File: src/rtl/apb_fifo_mc_pkg.sv
// ============================================================================
// apb_fifo_mc_pkg : register map, field offsets and address decode helper
// Rev 1.0
// ============================================================================
`default_nettype none

package apb_fifo_mc_pkg;

  localparam int MAX_NCH = 8;

  localparam logic [7:0] ADDR_CTRL       = 8'h00;
  localparam logic [7:0] ADDR_STATUS     = 8'h04;
  localparam logic [7:0] ADDR_IRQ_EN     = 8'h08;
  localparam logic [7:0] ADDR_THRESH     = 8'h0C;
  localparam logic [7:0] ADDR_WDATA_BASE = 8'h10;
  localparam logic [7:0] ADDR_LEVEL_BASE = 8'h30;

  localparam int CTRL_EN_BIT    = 0;
  localparam int CTRL_FLUSH_LSB = 8;
  localparam int ST_EMPTY_LSB   = 0;
  localparam int ST_FULL_LSB    = 8;
  localparam int ST_OVF_LSB     = 16;
  localparam int ST_LVL_LSB     = 24;
  localparam int IE_LVL_LSB     = 0;
  localparam int IE_OVF_LSB     = 8;

  typedef enum logic [2:0] {
    SEL_NONE   = 3'd0,
    SEL_CTRL   = 3'd1,
    SEL_STATUS = 3'd2,
    SEL_IRQ_EN = 3'd3,
    SEL_THRESH = 3'd4,
    SEL_WDATA  = 3'd5,
    SEL_LEVEL  = 3'd6
  } reg_sel_e;

  // Channel-indexed windows cover MAX_NCH slots; range checks against NCH happen in the top.
  function automatic reg_sel_e decode_addr(input logic [7:0] addr);
    reg_sel_e sel;
    sel = SEL_NONE;
    if (addr[1:0] == 2'b00) begin
      if (addr == ADDR_CTRL)
        sel = SEL_CTRL;
      else if (addr == ADDR_STATUS)
        sel = SEL_STATUS;
      else if (addr == ADDR_IRQ_EN)
        sel = SEL_IRQ_EN;
      else if (addr == ADDR_THRESH)
        sel = SEL_THRESH;
      else if (addr >= ADDR_WDATA_BASE && addr < ADDR_WDATA_BASE + 8'(4 * MAX_NCH))
        sel = SEL_WDATA;
      else if (addr >= ADDR_LEVEL_BASE && addr < ADDR_LEVEL_BASE + 8'(4 * MAX_NCH))
        sel = SEL_LEVEL;
    end
    return sel;
  endfunction

endpackage

`default_nettype wire

File: src/rtl/fifo_sc_chan.sv
// ============================================================================
// fifo_sc_chan : single-channel synchronous FIFO with flush and registered pop data
// Rev 1.0
// ============================================================================
`default_nettype none

module fifo_sc_chan #(
  parameter int DW    = 8,
  parameter int DEPTH = 8,
  parameter int LW    = $clog2(DEPTH) + 1
) (
  input  logic          clk,
  input  logic          rst_n,
  input  logic          push,
  input  logic          pop,
  input  logic          flush,
  input  logic [DW-1:0] din,
  output logic [DW-1:0] dout,
  output logic          full,
  output logic          empty,
  output logic [LW-1:0] level
);

  localparam int AW = LW - 1;

  logic [DW-1:0] mem [DEPTH];
  logic [LW-1:0] wptr;
  logic [LW-1:0] rptr;
  logic          do_push;
  logic          do_pop;

  // Extra MSB on the pointers distinguishes full from empty when the indices match.
  assign full    = (wptr ^ rptr) == {1'b1, {AW{1'b0}}};
  assign empty   = (wptr == rptr);
  assign level   = wptr - rptr;
  assign do_push = push && !full && !flush;
  assign do_pop  = pop && !empty && !flush;

  always_ff @(posedge clk) begin
    if (!rst_n) begin
      wptr <= '0;
      rptr <= '0;
      dout <= '0;
    end else if (flush) begin
      wptr <= '0;
      rptr <= '0;
    end else begin
      if (do_push)
        wptr <= wptr + LW'(1);
      if (do_pop) begin
        rptr <= rptr + LW'(1);
        dout <= mem[rptr[AW-1:0]];
      end
    end
  end

  always_ff @(posedge clk) begin
    if (do_push)
      mem[wptr[AW-1:0]] <= din;
  end

endmodule

`default_nettype wire

File: src/rtl/apb_fifo_mc.sv
// ============================================================================
// apb_fifo_mc : NCH independent FIFOs behind one APB slave, with status and irq
// Rev 1.0
// ============================================================================
`default_nettype none

module apb_fifo_mc
  import apb_fifo_mc_pkg::*;
#(
  parameter int DW    = 8,
  parameter int DEPTH = 8,
  parameter int NCH   = 2
) (
  input  logic              PCLK,
  input  logic              PRESETn,
  input  logic              PSEL,
  input  logic              PENABLE,
  input  logic              PWRITE,
  input  logic [7:0]        PADDR,
  input  logic [31:0]       PWDATA,
  output logic [31:0]       PRDATA,
  output logic              PREADY,
  output logic              PSLVERR,
  input  logic [NCH-1:0]    rd_en,
  output logic [NCH*DW-1:0] rd_data,
  output logic [NCH-1:0]    empty,
  output logic [NCH-1:0]    full,
  output logic              irq
);

  localparam int LW = $clog2(DEPTH) + 1;

  reg_sel_e       sel;
  logic [7:0]     off;
  logic [2:0]     ch;
  logic           ch_ok;
  logic           err;
  logic           wr_ok;

  logic           en;
  logic [NCH-1:0] ie_lvl;
  logic [NCH-1:0] ie_ovf;
  logic [LW-1:0]  thresh;
  logic [NCH-1:0] ovf;
  logic [NCH-1:0] lvl_hit;

  logic [NCH-1:0] push;
  logic [NCH-1:0] flush;
  logic [NCH-1:0] ovf_set;
  logic [NCH-1:0] ovf_clr;
  logic [NCH-1:0] lvl_set;
  logic [NCH-1:0] lvl_clr;
  logic [LW-1:0]  level_pad [MAX_NCH];

  logic [7:0]     empty8;
  logic [7:0]     full8;
  logic [7:0]     ovf8;
  logic [7:0]     lvl8;
  logic [7:0]     ie_lvl8;
  logic [7:0]     ie_ovf8;

  assign PREADY = 1'b1;

  always_comb begin
    sel   = decode_addr(PADDR);
    off   = (sel == SEL_WDATA) ? (PADDR - ADDR_WDATA_BASE) : (PADDR - ADDR_LEVEL_BASE);
    ch    = off[4:2];
    ch_ok = (32'(ch) < 32'(NCH));
    case (sel)
      SEL_WDATA: err = !PWRITE || !ch_ok;
      SEL_LEVEL: err = PWRITE || !ch_ok;
      SEL_NONE:  err = 1'b1;
      default:   err = 1'b0;
    endcase
  end

  assign PSLVERR = PSEL && PENABLE && err;
  assign wr_ok   = PSEL && PENABLE && PWRITE && !err;
  assign flush   = (wr_ok && sel == SEL_CTRL)   ? PWDATA[CTRL_FLUSH_LSB +: NCH] : '0;
  assign ovf_clr = (wr_ok && sel == SEL_STATUS) ? PWDATA[ST_OVF_LSB +: NCH]     : '0;
  assign lvl_clr = (wr_ok && sel == SEL_STATUS) ? PWDATA[ST_LVL_LSB +: NCH]     : '0;

  for (genvar c = 0; c < MAX_NCH; c++) begin : g_slot
    if (c < NCH) begin : g_chan
      assign push[c]    = wr_ok && (sel == SEL_WDATA) && (ch == 3'(c)) && en;
      assign ovf_set[c] = push[c] && full[c];
      assign lvl_set[c] = (thresh != '0) && (level_pad[c] >= thresh);

      fifo_sc_chan #(
        .DW    (DW),
        .DEPTH (DEPTH),
        .LW    (LW)
      ) u_chan (
        .clk   (PCLK),
        .rst_n (PRESETn),
        .push  (push[c]),
        .pop   (rd_en[c]),
        .flush (flush[c]),
        .din   (PWDATA[DW-1:0]),
        .dout  (rd_data[c*DW +: DW]),
        .full  (full[c]),
        .empty (empty[c]),
        .level (level_pad[c])
      );
    end else begin : g_pad
      assign level_pad[c] = '0;
    end
  end

  // Channels beyond NCH read back as zero in every per-channel field.
  always_comb begin
    empty8  = '0;
    full8   = '0;
    ovf8    = '0;
    lvl8    = '0;
    ie_lvl8 = '0;
    ie_ovf8 = '0;
    empty8[NCH-1:0]  = empty;
    full8[NCH-1:0]   = full;
    ovf8[NCH-1:0]    = ovf;
    lvl8[NCH-1:0]    = lvl_hit;
    ie_lvl8[NCH-1:0] = ie_lvl;
    ie_ovf8[NCH-1:0] = ie_ovf;
  end

  always_comb begin
    PRDATA = '0;
    if (PSEL && !PWRITE && !err) begin
      case (sel)
        SEL_CTRL:   PRDATA[CTRL_EN_BIT] = en;
        SEL_STATUS: begin
          PRDATA[ST_EMPTY_LSB +: 8] = empty8;
          PRDATA[ST_FULL_LSB +: 8]  = full8;
          PRDATA[ST_OVF_LSB +: 8]   = ovf8;
          PRDATA[ST_LVL_LSB +: 8]   = lvl8;
        end
        SEL_IRQ_EN: begin
          PRDATA[IE_LVL_LSB +: 8] = ie_lvl8;
          PRDATA[IE_OVF_LSB +: 8] = ie_ovf8;
        end
        SEL_THRESH: PRDATA[LW-1:0] = thresh;
        SEL_LEVEL:  PRDATA[LW-1:0] = level_pad[ch];
        default:    PRDATA = '0;
      endcase
    end
  end

  // Sticky flags: a same-cycle set overrides the write-1-to-clear.
  always_ff @(posedge PCLK) begin
    if (!PRESETn) begin
      en      <= 1'b0;
      ie_lvl  <= '0;
      ie_ovf  <= '0;
      thresh  <= '0;
      ovf     <= '0;
      lvl_hit <= '0;
      irq     <= 1'b0;
    end else begin
      if (wr_ok && sel == SEL_CTRL)
        en <= PWDATA[CTRL_EN_BIT];
      if (wr_ok && sel == SEL_IRQ_EN) begin
        ie_lvl <= PWDATA[IE_LVL_LSB +: NCH];
        ie_ovf <= PWDATA[IE_OVF_LSB +: NCH];
      end
      if (wr_ok && sel == SEL_THRESH)
        thresh <= PWDATA[LW-1:0];
      ovf     <= (ovf & ~ovf_clr) | ovf_set;
      lvl_hit <= (lvl_hit & ~lvl_clr) | lvl_set;
      irq     <= (|(lvl_hit & ie_lvl)) | (|(ovf & ie_ovf));
    end
  end

  logic unused_bits;
  assign unused_bits = ^{PWDATA, off};

endmodule

`default_nettype wire

File: config.mk
export PLATFORM = sky130hd
export DESIGN_NAME = apb_fifo_mc
export DESIGN_NICKNAME = d
export VERILOG_FILES = /design/src/rtl/apb_fifo_mc_pkg.sv /design/src/rtl/fifo_sc_chan.sv /design/src/rtl/apb_fifo_mc.sv
export SDC_FILE = /design/constraint.sdc
export NUM_CORES = 1
export LEC_CHECK = 0
export ABC_CLOCK_PERIOD_IN_PS = 9600
export CAP_MARGIN = 20
export CORE_UTILIZATION = 55
export DETAILED_ROUTE_END_ITERATION = 10
export PLACE_DENSITY = 0.87
export REMOVE_ABC_BUFFERS = 1
export SKIP_CTS_REPAIR_TIMING = 1
export SLEW_MARGIN = 30
export SYNTH_ARGS = -nofsm -noshare
export SYNTH_HDL_FRONTEND = slang
export SYNTH_SLANG_ARGS = --single-unit
File: constraint.sdc
create_clock -name PCLK -period 9.6 [get_ports PCLK]
set_clock_uncertainty 0.05 [all_clocks]
set_input_delay 2.4 -clock PCLK [delete_from_list [all_inputs] [get_ports PCLK]]
set_output_delay 2.4 -clock PCLK [all_outputs]
set_load 0.01 [all_outputs]
==> results.md <==
* Wire length per cell after detailed routing at 20.7 um
* Via-per-instance ratio at 5.99
* Worst path top cell family by delay: simple AND/OR/NAND/NOR gates
* Yosys synthesis warning count at 0
* Routed WL at 16600 um
* Worst Path Buf+Inv at 2
* Site Rows at 42
* Port Buffer Count at 60
* Clock latency at the later pin of the worst-skew pair at 0.42 ns
* Post-Place Cell Area at 8300 um2
* Number of cells in the finished layout apart from fillers at 801
* Antenna Nets Post-Route at 0
* Seq cells post-synth at 174
* Vias in the first global route at 4843
* Mapped Avg Cell Area at 13.8 um2
* Pins Over Slew Limit at 0
* Sequential area share after synthesis at 0.623
* Post-synthesis cell type count at 50
* Post-Place Worst Slack at 2.22 ns
* Worst Path Max Fanout at 9
* Period Utilization, post-route at 0.771
* Outcome: complete, no violations
* Synth Flop Type: sky130_fd_sc_hd__edfxtp_1
* Leading cell types in the layout, fill and taps excluded: sky130_fd_sc_hd__edfxtp_1 (128), sky130_fd_sc_hd__clkdlybuf4s50_1 (60), sky130_fd_sc_hd__nor2_1 (55)
* # IOs at 102
* Critical setup path kind: primary input to output port
* Number of synthesized flops with an enable pin at 128
* Overall die width at 120 um
* Max-cap check violation count at 0
* LEAKAGE at 2.95 nW
* Die height at 120 um
* Largest stage delay, worst path at 0.64 ns
* Period minus WS final at 7.40 ns
* Largest vdd supply drop at 0.135 mV
* Cell area after technology mapping at 7640 um2
* Synthesized netlist cell count at 553
* RR Endpoint: g_slot[1].g_chan.u_chan.mem[4][2]
* Final global-route overflow total at 0
* Minimum setup slack among reg-to-reg paths at 5.78 ns
* Wire length of the first global-routing pass at 25600 um
* Aggregate global-route resource usage at 0.243
* Worst hold path class: flop to flop
* Initial antenna violation count at 0
* Length in cells of the worst reg-to-reg path at 6
* Maximum number of pins on one net before global-route repair at 29
* Critical path cell sequence: clkdlybuf4s50_1 -> or4_4 -> nor2_1 -> nand2_1 -> nor2_1 -> and2_1 -> clkdlybuf4s50_1
* Post-layout instance area at 8850 um2
* Share of cells above drive strength 1 at 0.123
* Tightest Pin Transition at 0.998 ns
* Capturing instance or port of the critical path: PRDATA[16]
* Instance count after placement with tap cells included at 771
* Required arrival time at the worst endpoint at 7.15 ns
* Kind of end point of the critical path: output port
* Nets@finish at 681
* Setup TNS at 0 ns
* Total clock buffers created by CTS at 17
* Via count of the routed design at 4799
* Setup ws final at 2.20 ns
* Placeable core region at 13400 um2
* Headroom to the max-slew limit at 0.334
* FFs w/ async S/R, synth at 0
* Total power divided by cell area at 169 nW/um2
* Fmax at 0.135 GHz
* Final hold violations at 0
* 1st-iter DRT viols at 361
* Area of the die at 14400 um2
* Data arrival time of the critical path at 4.95 ns
* Detailed-route DRC error count at 0
* Worst-path clk slew at 0.06 ns
* Gpl congestion at 0.888
* Most common cell after layout, fill and taps aside: sky130_fd_sc_hd__edfxtp_1
* Initial Utilization at 0.570
* First-pass detailed-route iteration total at 5
* Fill count at 878
* Area growth from synthesis to layout at 15.8%
* Startpoint Class: primary input
* Largest buffer count on any clock path at 2
* Critical-path top delay cell: sky130_fd_sc_hd__or4_4
* Logic depth of the worst setup path including buffers at 7
* Clock tree from TritonCTS: built
* CTS HTree Levels at 4
* RSZ-0062 raised after global routing: false
* Clock net sink count at 174
* Launch point of the worst path: PADDR[6]
* Critical register-to-register path startpoint: g_slot[1].g_chan.u_chan.rptr[1]
* Clock Root Buffer: sky130_fd_sc_hd__clkbuf_16
* Number of antenna diodes at 0
* Placed wire-length estimate at 10500 um
* Setup-violating endpoint count in the final report at 0
power breakdown:
group | internal, W | switching [W] | total, W
clock network | 0.000379 | 0.000274 | 0.000652
logic | 0.0000139 | 0.0000253 | 0.0000392
registers | 0.000806 | 0.0000000263 | 0.000806
total | 0.00120 | 0.000299 | 0.00150
per-stage QoR:
step                utilization  hold slack [ns]  total power, W
global placement          0.620            0.424        0.000859
finish                    0.661            0.443         0.00150
global route              0.661            0.465         0.00153
detailed placement        0.620            0.438        0.000860
CTS                       0.661            0.447         0.00150
floorplan                     -            0.396        0.000834
per-layer routing:
layer,vias up,part of all wire,global-route usage
li1,2148,-,-
met3,38,0.063,0.0456
met2,238,0.51,0.400
met4,0,0.024,0.134
met1,2375,0.40,0.304
met5,-,0,0
worst reg2reg max path: cells and delay by family (launching register included):
family	cells	cell delay (ns)
AO/OA/AOI/OAI	1	0.33
flip-flops	1	0.98
adder cells (fa/ha/maj)	1	0.38
AND/OR/NAND/NOR	3	1.53
buffers and inverters	1	0.18
synth_stat cells, types with 2 or more instances:
master | instances | area (um2)
sky130_fd_sc_hd__edfxtp_1 | 128 | 3840
sky130_fd_sc_hd__nor2_1 | 55 | 206
sky130_fd_sc_hd__nand2_1 | 48 | 180
sky130_fd_sc_hd__dfxtp_1 | 46 | 921
sky130_fd_sc_hd__mux4_2 | 33 | 743
sky130_fd_sc_hd__buf_4 | 28 | 210
sky130_fd_sc_hd__a21oi_1 | 20 | 100
sky130_fd_sc_hd__nand3_1 | 20 | 100
sky130_fd_sc_hd__ha_1 | 18 | 225
sky130_fd_sc_hd__mux2i_1 | 15 | 150
sky130_fd_sc_hd__inv_1 | 14 | 52.6
sky130_fd_sc_hd__nand2b_1 | 9 | 56.3
sky130_fd_sc_hd__a211oi_1 | 8 | 60.1
sky130_fd_sc_hd__a311oi_1 | 8 | 70.1
sky130_fd_sc_hd__xnor2_1 | 8 | 70.1
sky130_fd_sc_hd__clkbuf_1 | 7 | 26.3
sky130_fd_sc_hd__nor3_1 | 7 | 35.0
sky130_fd_sc_hd__o21ai_0 | 7 | 35.0
sky130_fd_sc_hd__xor2_1 | 7 | 61.3
sky130_fd_sc_hd__a22oi_1 | 6 | 45.0
sky130_fd_sc_hd__buf_2 | 6 | 30.0
sky130_fd_sc_hd__a21o_1 | 5 | 37.5
sky130_fd_sc_hd__nand4_1 | 5 | 31.3
sky130_fd_sc_hd__and2_1 | 4 | 25.0
sky130_fd_sc_hd__buf_1 | 4 | 15.0
sky130_fd_sc_hd__nor2b_1 | 4 | 25.0
sky130_fd_sc_hd__inv_2 | 3 | 11.3
sky130_fd_sc_hd__a31oi_1 | 2 | 12.5
sky130_fd_sc_hd__a32oi_1 | 2 | 17.5
sky130_fd_sc_hd__conb_1 | 2 | 7.51
sky130_fd_sc_hd__fa_1 | 2 | 40.0
sky130_fd_sc_hd__nand3b_1 | 2 | 15.0
sky130_fd_sc_hd__o21a_1 | 2 | 15.0
sky130_fd_sc_hd__or2_2 | 2 | 12.5
registers in the layout, indices dropped and copies added (netlist names), 2 cells and up:
signal	flops
ie_lvl	2
g_slot.g_chan.u_chan.wptr	8
ie_ovf	2
g_slot.g_chan.u_chan.mem	128
g_slot.g_chan.u_chan.rptr	8
ovf	2
lvl_hit	2
thresh	4
g_slot.g_chan.u_chan.dout	16
worst min path at each step:
stage | from | cells after the start | to
3_3_place_gp | en | 2 | en
2_1_floorplan | en | 2 | en
5_1_grt | g_slot[0].g_chan.u_chan.dout[6] | 2 | g_slot[0].g_chan.u_chan.dout[6]
6_report | ie_ovf[0] | 2 | ie_ovf[0]
3_5_place_dp | ie_ovf[1] | 2 | ie_ovf[1]
4_1_cts | ie_ovf[1] | 2 | ie_ovf[1]
layout make-up:
type,count,area [um2],share of cell area
inverter,17,63.8,0.00721
multi-input combinational,337,2600,0.294
tap,176,220,0.0249
timing repair buffer,67,653,0.0738
clock buffer,19,433,0.0489
sequential,174,4770,0.538
clock inverter,11,116,0.0131
logic make-up after synthesis:
logic type / synth area share
xor gates and xnor gates: 0.0172
adders and majority gates: 0.0347
DFF: 0.623
muxes: 0.117
buffers and inverters: 0.0466
other: 0.000982
and+or+nand+nor: 0.102
AOI/OAI and AO/OA: 0.0586
No activity file was read; power rests on OpenSTA's default activity.
